<file path="config.mk">
export PLATFORM = sky130hd
export DESIGN_NAME = mem_arbiter
export DESIGN_NICKNAME = d
export VERILOG_FILES = /design/src/rtl/mem_arbiter.sv
export SDC_FILE = /design/constraint.sdc
export NUM_CORES = 1
export LEC_CHECK = 0
export CORE_AREA = 5 5 178 180
export CTS_CLUSTER_SIZE = 14
export DETAILED_ROUTE_END_ITERATION = 8
export DIE_AREA = 0 0 183 185
export PLACE_DENSITY = 0.67
export SYNTH_ARGS = -nofsm -noshare
export SYNTH_HDL_FRONTEND = slang
export SYNTH_SLANG_ARGS = --single-unit
</file>
<file path="constraint.sdc">
create_clock -name clk -period 2 [get_ports clk]
set_input_delay 0.2 -clock clk [delete_from_list [all_inputs] [get_ports clk]]
set_output_delay 0.2 -clock clk [all_outputs]
set_load 0.02 [all_outputs]
</file>
<file path="src/rtl/mem_arbiter.sv">
`timescale 1ns/1ps
`default_nettype none
// ============================================================================
// mem_arbiter : round-robin sequencer sharing one 64-bit memory port between
//               instruction fetch (I) and load/store (D); optional ARB_ABORT_EN
//               adds an iabort input that cancels an in-flight I access.
// Revision    : 1.0 - initial release
// ============================================================================
module mem_arbiter #(
  parameter int N   = 64,
  parameter int LAT = 1
) (
  input  logic         clk,
  input  logic         reset,
  input  logic         ireq,
  input  logic [31:0]  iadr,
  output logic         igrant,
  output logic         ivalid,
  output logic [31:0]  irdata,
  input  logic         dreq,
  input  logic [1:0]   dwe,
  input  logic [N-1:0] dadr,
  input  logic [N-1:0] dwdata,
  output logic         dgrant,
  output logic         dvalid,
  output logic [N-1:0] drdata,
  output logic [1:0]   m_memwrite,
  output logic [N-1:0] m_adr,
  output logic [N-1:0] m_wdata,
  input  logic [N-1:0] m_rdata,
`ifdef ARB_ABORT_EN
  input  logic         iabort,
`endif
  output logic         busy
);

  typedef enum logic [1:0] {
    IDLE   = 2'd0,
    ACCESS = 2'd1,
    RESP   = 2'd2
  } state_t;

  localparam logic [2:0] CNT_INIT = 3'(LAT - 1);

  state_t     state;
  logic [2:0] cnt;
  logic       last_d;   // side granted most recently (1 = D)
  logic       is_d;     // side owning the current access
  logic       d_wr;     // current D access is a write

`ifdef ARB_ABORT_EN
  logic abort_now;
  assign abort_now = !is_d && iabort;
`else
  logic abort_now;
  assign abort_now = 1'b0;
`endif

  always_ff @(posedge clk) begin
    if (reset) begin
      state      <= IDLE;
      cnt        <= 3'd0;
      last_d     <= 1'b0;
      is_d       <= 1'b0;
      d_wr       <= 1'b0;
      igrant     <= 1'b0;
      ivalid     <= 1'b0;
      dgrant     <= 1'b0;
      dvalid     <= 1'b0;
      busy       <= 1'b0;
      m_memwrite <= 2'd0;
      irdata     <= 32'd0;
      drdata     <= '0;
      m_adr      <= '0;
      m_wdata    <= '0;
    end else begin
      igrant     <= 1'b0;
      dgrant     <= 1'b0;
      ivalid     <= 1'b0;
      dvalid     <= 1'b0;
      m_memwrite <= 2'd0;
      case (state)
        IDLE: begin
          // D wins when alone, or on a conflict when I had the last turn
          if (dreq && (!ireq || !last_d)) begin
            dgrant     <= 1'b1;
            is_d       <= 1'b1;
            last_d     <= 1'b1;
            d_wr       <= (dwe != 2'd0);
            m_adr      <= dadr;
            m_wdata    <= dwdata;
            m_memwrite <= dwe;
            cnt        <= CNT_INIT;
            busy       <= 1'b1;
            state      <= ACCESS;
          end else if (ireq) begin
            igrant     <= 1'b1;
            is_d       <= 1'b0;
            last_d     <= 1'b0;
            d_wr       <= 1'b0;
            m_adr      <= N'(iadr);
            cnt        <= CNT_INIT;
            busy       <= 1'b1;
            state      <= ACCESS;
          end
        end
        ACCESS: begin
          if (abort_now) begin
            busy  <= 1'b0;
            state <= IDLE;
          end else if (cnt == 3'd0) begin
            if (!is_d)
              irdata <= m_adr[2] ? m_rdata[31:0] : m_rdata[N-1 -: 32];
            else if (!d_wr)
              drdata <= m_rdata;
            state <= RESP;
          end else begin
            cnt <= cnt - 3'd1;
          end
        end
        RESP: begin
          if (is_d)
            dvalid <= 1'b1;
          else
            ivalid <= 1'b1;
          busy  <= 1'b0;
          state <= IDLE;
        end
        default: begin
          busy  <= 1'b0;
          state <= IDLE;
        end
      endcase
    end
  end

endmodule
`default_nettype wire
</file>
* Word-level counts from Yosys, hierarchy flattened
Cells that the tools add are included.
** Cells by class
- Bitwise logic cells :: 6
- $lt $le $gt $ge :: 0
- Add/sub/neg operators :: 1
- Shift operators :: 0
- Multiplexer cells :: 21
- Equal/unequal tests :: 5
- Reductions and logical operators :: 20
- Divide/modulo/power cells :: 0
- Multiply operators :: 0
** Operators with widths (number)
- $mux W64 :: 2
- $mux W32 :: 1
- $mux W1 :: 9
- $mux W3 :: 3
- $reduce_and A2 Y1 :: 4
- $mux W2 :: 3
- $not A1 Y1 :: 6
- $pmux W3 S2 :: 1
- $reduce_and A3 Y1 :: 2
- $reduce_bool A2 Y1 :: 3
- $reduce_or A3 Y1 :: 2
- $ne A2 B2 Y1 const B :: 2
- $pmux W2 S2 :: 1
- $reduce_and A4 Y1 :: 1
- $reduce_or A2 Y1 :: 2
- $logic_not A3 Y1 :: 1
- $ne A3 B3 Y1 const B :: 1
- $sub A3 B1 Y3 const B :: 1
- $eq A2 B1 Y1 const B :: 1
- $eq A2 B2 Y1 const B :: 1
- $logic_not A1 Y1 :: 2
- $logic_not A2 Y1 :: 1
- $pmux W1 S2 :: 1
- $logic_and A1 B1 Y1 :: 1
- $logic_or A1 B1 Y1 :: 1
** Word-level totals
- ROM bits :: 0
- Memories kept :: 0
- RAM bits :: 0
- Flip-flop bits (word level) :: 238
- Output and inout bits :: 231
- Latch bits :: 0

* Logic depth before layout (Yosys ltp)
Gate-level depths: netlist (run 1).
- Depth after elaboration :: 5
- Mapped depth :: 7
- Gate-level depth less buffers :: 5

* Least setup slack after synthesis (run 1)
OpenSTA, ideal clock, no wires.
- Path kind :: reg-to-reg
- From :: reg cnt[0]
- To :: reg drdata[0]
- Data arrival time :: 1.471 ns
- Setup slack :: 0.458 ns
- Clock period less this slack :: 1.542 ns
- Cell stages (with the launch flop) :: 8
- Data required time :: 1.928 ns
- Cell sequence :: dfxtp_1 -> inv_1 -> ha_1 -> nand4bb_4 -> nor3b_1 -> buf_4 -> buf_6 -> mux2i_1
** Between the ends
- Word-level cells in the longest chain between the ends :: 2
** RTL lines
- from (decl) :: RTL line 46 : logic [2:0] cnt;
- from (signal assigned) :: RTL line 118 : cnt <= cnt - 3'd1;
- $logic_not A3 Y1 :: RTL line 111 : end else if (cnt == 3'd0) begin
- $reduce_and A4 Y1 (no line)
- to (signal assigned) :: RTL line 115 : drdata <= m_rdata;
- to (decl) :: RTL line 26 : output logic [N-1:0] drdata,
Every way passes these cells.
A chain may end at the register's enable or synchronous reset.

* Final worst setup path (run 1)
- From :: reg cnt[0]
- To :: reg drdata[58]
The elaborated chain is that of the path after synthesis.

==> impl_summary.txt, run 1 <==
----------------------------------------------------
[Status]
  Run status ... complete, no violations

[Timing]
  Tightest slew margin relative to the limit ... 61.9%
  Actual slew at the worst max-slew pin ... 0.571 ns
  Final hold violation count ... 0
  Number of slew-limit violations in the final report ... 0
  Clock period minus worst slack ... 1.78 ns
  Worst Skew ... 0.0226 ns
  Crit share post-route ... 89.2%
  Unrepaired setup endpoints after global routing ... false
  Summed negative setup slack over all endpoints ... 0 ns
  PnR worst setup slack ... 0.215 ns
  Fin Hold WS ... 0.126 ns
  Setup violation total in the final timing report ... 0
  Achievable Freq ... 560 MHz

[Routing]
  Antenna-violating nets left ... 0
  Final routed wirelength across all metal layers ... 34900 µm
  Drt drc ... 0
  DRC violation total after the first TritonRoute iteration ... 461
  Number of vias after detailed routing ... 9347
  Wirelength per Cell ... 18.4 µm
  First-pass detailed-route iteration total ... 5
  Detailed-route vias per instance ... 4.94

[Power and ir drop]
  Portion of total power attributed to combinational logic ... 21.9%
  Sequential fraction of design power ... 40.7%
  Clock group share of total power ... 37.4%
  PnR Total Power ... 12.9 mW
  Switching share of power ... 27.6%
  Switch Pwr ... 3.55 mW
  Internal power ... 9.33 mW
  Max rail drop VDD ... 502 µV
  Power density over cell area ... 835 nW/µm²
  Leakage power figure ... 5.51 nW

[Yosys]
  Cell variety after synth ... 40
  Top flip-flop cell by instance count after synthesis ... sky130_fd_sc_hd__dfxtp_1
  Cell area after technology mapping ... 9490 µm²
  Syn_nets ... 1291
  Post-synthesis sequential element count ... 238
  Average instance area after synthesis ... 8.96 µm²
  Share of flip-flops with an asynchronous set or reset ... 0%
  EDFF count, synth ... 0
  Proportion of synthesized chip area in sequential cells ... 50.2%
  Yosys warning total ... 0
  Count of mapped cells out of synthesis ... 1059

[Finish]
  Synthesis-to-finish area growth ... 62.4%
  Fill cell total of the finished layout ... 2761
  Layout cell share with drive strength beyond 1 ... 6.21%
  Diodes inserted ... 0
  Core Util, Final ... 51.3%
  Number of non-filler instances in the completed layout ... 1894
  Final Cell Area ... 15400 µm²
  Total Nets Final ... 1710

[Placed design]
  Placed Instances ... 1845
  Post-place instance area ... 14600 µm²
  Setup Slack @ Placement ... 0.131 ns
  Placer's final routability congestion estimate ... 0.843
  Number of input and output port buffers inserted ... 460
  Final HPWL DP ... 25700 µm

[Clocking]
  Clock insertion delay at the later pin of the skew report ... 0.53 ns
  TritonCTS buffer count ... 27
  Root buf cell ... sky130_fd_sc_hd__clkbuf_16
  Clk sink count ... 238
  CTS resizes ... 0
  Hold-fix buffers, CTS ... 0
  Buffers inserted by post-CTS timing repair ... 0
  H-Tree Depth ... 1
  Reg clk slew, reported paths ... 0.06 ns
  Maximum root-to-sink buffer count ... 3
  TritonCTS clock tree ... done

[Min path]
  Hold Path Sink ... dgrant$_SDFF_PP0_
  Worst min-delay path startpoint ... reset
  Kind of path behind the tightest hold check ... in -> reg
  WHS Path Cells ... 3

[Worst setup path]
  Data arrival time of the critical path ... 2.22 ns
  Capturing element type of the critical path ... register
  Required time reported for the critical path endpoint ... 2.44 ns
  Crit path buffers/inverters ... 3
  Most used cell, CP ... sky130_fd_sc_hd__buf_4
  Delay of the slowest cell on the worst path ... 0.31 ns
  Slowest-stage cell, CP ... sky130_fd_sc_hd__dfxtp_1
  Category of the critical setup timing path ... reg -> reg
  Reg2Reg Capture Point ... drdata[58]$_SDFFE_PP0P_
  Maximum fanout count along the critical path ... 13
  Depth of the worst register-to-register path ... 7
  Ordered list of cells on the worst path ... inv_1 -> ha_1 -> nand4bb_4 -> nor3b_2 -> buf_4 -> buf_4 -> mux2i_1
  Slack of the worst reg-to-reg path ... 0.22 ns
  Top Family by Delay on Critical Path ... buffers and inverters
  Element type at the critical path start ... register
  Reg2Reg Launch Point ... cnt[0]$_SDFFE_PP0P_

[Floorplan]
  Area inside the core boundary ... 30000 µm²
  Starting utilization of the core area ... 31.6%
  Chip height ... 185 µm
  Horizontal extent of the die ... 183 µm
  I/O pin cnt ... 461
  Die ar. ... 33900 µm²
  Row count ... 64

[Global routing]
  Initial antenna violation count ... 0
  Pin count of the biggest net entering global routing ... 98
  First-pass GRT wire length ... 52500 µm
  Vias in the first global route ... 9381
  Global-route usage over all layers ... 19.1%
  Congestion Overflow GR ... 0

[Job]
  Number of maximum-capacitance constraint violations ... 0

----------------------------------------------------
Yosys cell counts, drive strengths merged, types with 2 or more instances:
| cell type | n | area [µm²] |
|---|---|---|
| nor2 | 6 | 25.0 |
| o21ai | 96 | 480 |
| nand3 | 64 | 320 |
| inv | 3 | 11.3 |
| ha | 2 | 25.0 |
| and2 | 2 | 12.5 |
| a22o | 33 | 289 |
| or2 | 4 | 25.0 |
| a311oi | 32 | 280 |
| mux2i | 96 | 961 |
| nand2 | 193 | 724 |
| dfxtp | 238 | 4760 |
| clkbuf | 72 | 273 |
| nor4 | 2 | 12.5 |
| a21oi | 132 | 664 |
| buf | 35 | 255 |
| or3 | 33 | 206 |
sequential cells by signal (all words and copies together), names as in the netlist, 2 cells and up:
name and count:
drdata 64, m_memwrite 2, irdata 32, m_adr 64, state 2, m_wdata 64, cnt 3
per-layer routing:
layer  global-route usage (%)  wire length (µm)  vias up
li1                         -                 -     4564
met1                     23.2             14000     4337
met2                     32.9             16900      383
met3                     5.24              2870       63
met4                     6.08              1110        0
met5                        0                 0        -
power groups by stage:
stage                     Clock [mW]  Sequential, mW  Combinational, mW
final                           4.82            5.24               2.82
after global routing            5.17            5.27               3.01
after CTS                       4.97            5.24               2.84
after detailed placement           0            5.33               2.83
after global placement             0            5.32               2.81
after floorplan                    0            5.70              0.960
area by class of cell:
cell class                      instances  area (µm²)  share of cell area (%)
Tap cell                              396         495                    3.21
Multi-Input combinational cell        711        4210                    27.3
Timing Repair Buffer                  497        5070                    32.9
Clock inverter                          5        56.3                   0.365
Clock buffer                           44         810                    5.25
Inverter                                3        12.5                  0.0812
Sequential cell                       238        4770                    30.9
worst max-delay path by stage:
stage                                     start                 endpoint  slack [ns]  cells after the start
after floorplan             cnt[0]$_SDFFE_PP0P_   drdata[0]$_SDFFE_PP0P_        0.46                      7
after global placement                     ireq    m_adr[0]$_SDFFE_PP0P_        0.19                      5
final                       cnt[0]$_SDFFE_PP0P_  drdata[58]$_SDFFE_PP0P_        0.22                      7
after global routing        cnt[0]$_SDFFE_PP0P_  irdata[24]$_SDFFE_PP0P_        0.03                      6
after detailed placement                   ireq   m_adr[15]$_SDFFE_PP0P_        0.13                      5
after CTS                 m_adr[2]$_SDFFE_PP0P_                 m_adr[2]        0.15                      1
layout by cell type (no fill, tap or decap), types with 2 or more instances in the layout:
cell type	Yosys	layout
sky130_fd_sc_hd__buf_12	0	15
sky130_fd_sc_hd__a21oi_1	131	131
sky130_fd_sc_hd__nand3_1	64	64
sky130_fd_sc_hd__nor4_1	2	2
sky130_fd_sc_hd__o21ai_0	96	96
sky130_fd_sc_hd__clkbuf_8	0	7
sky130_fd_sc_hd__nor2_1	5	4
sky130_fd_sc_hd__clkbuf_16	0	27
sky130_fd_sc_hd__a22o_1	33	33
sky130_fd_sc_hd__clkdlybuf4s50_1	0	459
sky130_fd_sc_hd__ha_1	2	2
sky130_fd_sc_hd__clkbuf_1	70	10
sky130_fd_sc_hd__dfxtp_1	238	236
sky130_fd_sc_hd__mux2i_1	96	96
sky130_fd_sc_hd__inv_1	3	2
sky130_fd_sc_hd__or3_1	33	33
sky130_fd_sc_hd__dfxtp_2	0	2
sky130_fd_sc_hd__or2_2	2	3
sky130_fd_sc_hd__and2_1	2	2
sky130_fd_sc_hd__buf_4	8	23
sky130_fd_sc_hd__a311oi_1	32	32
sky130_fd_sc_hd__nand2_1	193	193
sky130_fd_sc_hd__clkinv_2	0	3
worst min-delay path, cell delays in order:
cell and delay [ns]:
sky130_fd_sc_hd__buf_4 0.13, sky130_fd_sc_hd__nor3_4 0.06, sky130_fd_sc_hd__buf_12 0.16
logic make-up (layout without fill, tap and decap cells):
logic type	count (synthesis)	after routing	share of synthesized area [%]
fa+ha+maj	2	2	0.264
compound gates	299	299	18.7
flops	238	238	50.2
simple gates	314	314	15.1
mux	96	96	10.1
buf+inv	110	549	5.68
No activity file was read; power rests on OpenSTA's default activity.
==> run 2: changes to the inputs <==
==> config.mk (replaced) <==
export PLATFORM = sky130hd
export DESIGN_NAME = mem_arbiter
export DESIGN_NICKNAME = d
export VERILOG_FILES = /design/src/rtl/mem_arbiter.sv
export SDC_FILE = /design/constraint.sdc
export NUM_CORES = 1
export LEC_CHECK = 0
export CORE_AREA = 2 2 180 182
export CTS_CLUSTER_SIZE = 14
export DETAILED_ROUTE_END_ITERATION = 8
export DIE_AREA = 0 0 182 184
export SYNTH_ARGS = -nofsm -noshare
export SYNTH_HDL_FRONTEND = slang
export SYNTH_SLANG_ARGS = --single-unit
==> run 2 against run 1 <==
Effect of this change:
- maximum frequency down 3.5%
- worst setup slack got worse by 0.064 ns
- critical path depth decreased by 6
- non-clock buffer count down 11
- hold slack improved by 0.081 ns
- die area decreased by 1.1%
- first-iteration DRC count rose by 20%
- global-route usage up 0.076 points
- critical endpoint is now m_adr[2]
==> impl_summary.txt, run 2 (synthesized netlist as in run 1, its figures left out) <==
----------------------------------------------------
[Timing]
  Clock period minus worst slack ... 1.85 ns
  Final hold violation count ... 0
  Crit share post-route ... 92.5%
  Unrepaired setup endpoints after global routing ... false
  Setup violation total in the final timing report ... 0
  Summed negative setup slack over all endpoints ... 0 ns
  Achievable Freq ... 541 MHz
  Worst Skew ... 0.0183 ns
  Number of slew-limit violations in the final report ... 0
  Actual slew at the worst max-slew pin ... 0.524 ns
  Tightest slew margin relative to the limit ... 65.1%

[Worst setup path]
  Delay of the slowest cell on the worst path ... 0.67 ns
  Capture point of the worst path ... m_adr[2]
  Element type at the critical path start ... register
  Reg2Reg Capture Point ... drdata[36]$_SDFFE_PP0P_
  Stages on the worst setup path ... 1
  Slowest-stage cell, CP ... sky130_fd_sc_hd__clkdlybuf4s50_1
  Top Family by Delay on Critical Path ... buffers and inverters
  Ordered list of cells on the worst path ... clkdlybuf4s50_1
  Reg2Reg Launch Point ... cnt[0]$_SDFFE_PP0P_
  Maximum fanout count along the critical path ... 5
  Data arrival time of the critical path ... 1.65 ns
  Slack of the worst reg-to-reg path ... 0.17 ns
  First element of the critical path ... m_adr[2]$_SDFFE_PP0P_
  Crit path buffers/inverters ... 1
  Required time reported for the critical path endpoint ... 1.80 ns
  Depth of the worst register-to-register path ... 7
  Capturing element type of the critical path ... output pin
  Category of the critical setup timing path ... reg -> out

[Global routing]
  Pin count of the biggest net entering global routing ... 98
  First-pass GRT wire length ... 51500 µm
  Vias in the first global route ... 8972
  Initial antenna violation count ... 2
  Congestion Overflow GR ... 0
  Global-route usage over all layers ... 19.2%

[Finish]
  Total Nets Final ... 1702
  Commonest cells after routing, fill and taps aside ... sky130_fd_sc_hd__clkdlybuf4s50_1, sky130_fd_sc_hd__dfxtp_1, sky130_fd_sc_hd__nand2_1, sky130_fd_sc_hd__a21oi_1
  Fill cell total of the finished layout ... 2937
  Largest registers ... drdata: 64 flops, m_adr: 64 flops, m_wdata: 64 flops
  Number of non-filler instances in the completed layout ... 1897
  Most frequent standard cell in the layout excluding fill and tap cells ... sky130_fd_sc_hd__clkdlybuf4s50_1
  Layout cell share with drive strength beyond 1 ... 6.36%
  Synthesis-to-finish area growth ... 64.5%

[Placed design]
  Number of input and output port buffers inserted ... 460
  Final HPWL DP ... 23900 µm
  Placer's final routability congestion estimate ... 0.813
  Placed Instances ... 1839

[Power and ir drop]
  Sequential fraction of design power ... 37.9%
  Power density over cell area ... 887 nW/µm²
  Max rail drop VDD ... 577 µV
  Portion of total power attributed to combinational logic ... 20.1%
  Switch Pwr ... 3.73 mW
  Leakage power figure ... 5.59 nW
  Clock group share of total power ... 42.0%
  Switching share of power ... 26.9%
  Internal power ... 10.1 mW

[Floorplan]
  Horizontal extent of the die ... 182 µm
  Chip height ... 184 µm
  Die ar. ... 33500 µm²
  Row count ... 65
  I/O pin cnt ... 461
  Starting utilization of the core area ... 30.2%
  Area inside the core boundary ... 31400 µm²

[Job]
  Number of maximum-capacitance constraint violations ... 0

[Routing]
  Antenna-violating nets left ... 0
  Drt drc ... 0
  Detailed-route vias per instance ... 4.91
  Wirelength per Cell ... 18.1 µm
  Number of vias after detailed routing ... 9314
  First-pass detailed-route iteration total ... 4
  Final routed wirelength across all metal layers ... 34400 µm
  DRC violation total after the first TritonRoute iteration ... 552

[Clocking]
  Reg clk slew, reported paths ... 0.06 ns
  H-Tree Depth ... 1
  TritonCTS buffer count ... 30
  Clk sink count ... 238
  Clock insertion delay at the later pin of the skew report ... 0.55 ns
  TritonCTS clock tree ... done
  Root buf cell ... sky130_fd_sc_hd__clkbuf_16
  Maximum root-to-sink buffer count ... 3

[Status]
  Run status ... complete, no violations

[Min path]
  Kind of path behind the tightest hold check ... in -> reg

----------------------------------------------------
## run 2: metal layers
| metal | routed length, µm | vias up | global-route usage [%] |
|---|---|---|---|
| met4 | 1090 | 0 | 7.19 |
| met1 | 14200 | 4337 | 22.9 |
| li1 | - | 4566 | - |
| met5 | 0 | - | 0 |
| met2 | 16800 | 346 | 33.3 |
| met3 | 2360 | 65 | 4.62 |
## run 2: layout make-up
cell class	count	area [µm²]	area share, %
inverter	3	12.5	0.0801
sequential	238	4770	30.5
multi-input combinational	711	4210	27.0
tap	402	503	3.22
timing repair buffer	486	5020	32.2
clock inverter	12	173	1.11
antenna	2	5.00	0.0321
clock buffer	43	921	5.90
## run 2: how the worst min path moves through the flow
stage / from / endpoint / slack (ns) / cells after the start
6_report: dwdata[4] / m_wdata[4]$_SDFFE_PP0P_ / 0.21 / 3
4_1_cts: dwdata[61] / m_wdata[61]$_SDFFE_PP0P_ / 0.18 / 3
5_1_grt: dwdata[37] / m_wdata[37]$_SDFFE_PP0P_ / 0.19 / 3
3_5_place_dp: drdata[17]$_SDFFE_PP0P_ / drdata[17]$_SDFFE_PP0P_ / 0.45 / 2
3_3_place_gp: drdata[24]$_SDFFE_PP0P_ / drdata[24]$_SDFFE_PP0P_ / 0.44 / 2
2_1_floorplan: dwe[0] / m_memwrite[0]$_SDFF_PP0_ / 0.32 / 1
## run 2: repair_timing
action                    CTS  global route
setup buffers               0             0
gates resized for setup     0             0
hold buffers                1             0
hold endpoints to repair    2             0
## run 2: through the flow
step | setup slack [ns] | utilization, % | power (mW) | cell area [µm²] | hold slack (ns)
floorplan | 0.458 | - | 6.66 | 9490 | 0.322
global route | 0.0414 | 49.7 | 14.4 | 15600 | 0.190
CTS | 0.102 | 49.7 | 14.0 | 15600 | 0.182
detailed placement | 0.103 | 46.2 | 8.14 | 14500 | 0.448
global placement | 0.159 | 46.2 | 8.13 | 14500 | 0.443
finish | 0.151 | 49.7 | 13.9 | 15600 | 0.206
## run 2: power by group through the flow
stage	registers (mW)	clock network (mW)	logic (mW)
after floorplan	5.70	0	0.960
after global placement	5.34	0	2.79
after detailed placement	5.35	0	2.79
after CTS	5.25	5.98	2.81
after global routing	5.29	6.18	2.97
final	5.25	5.82	2.78
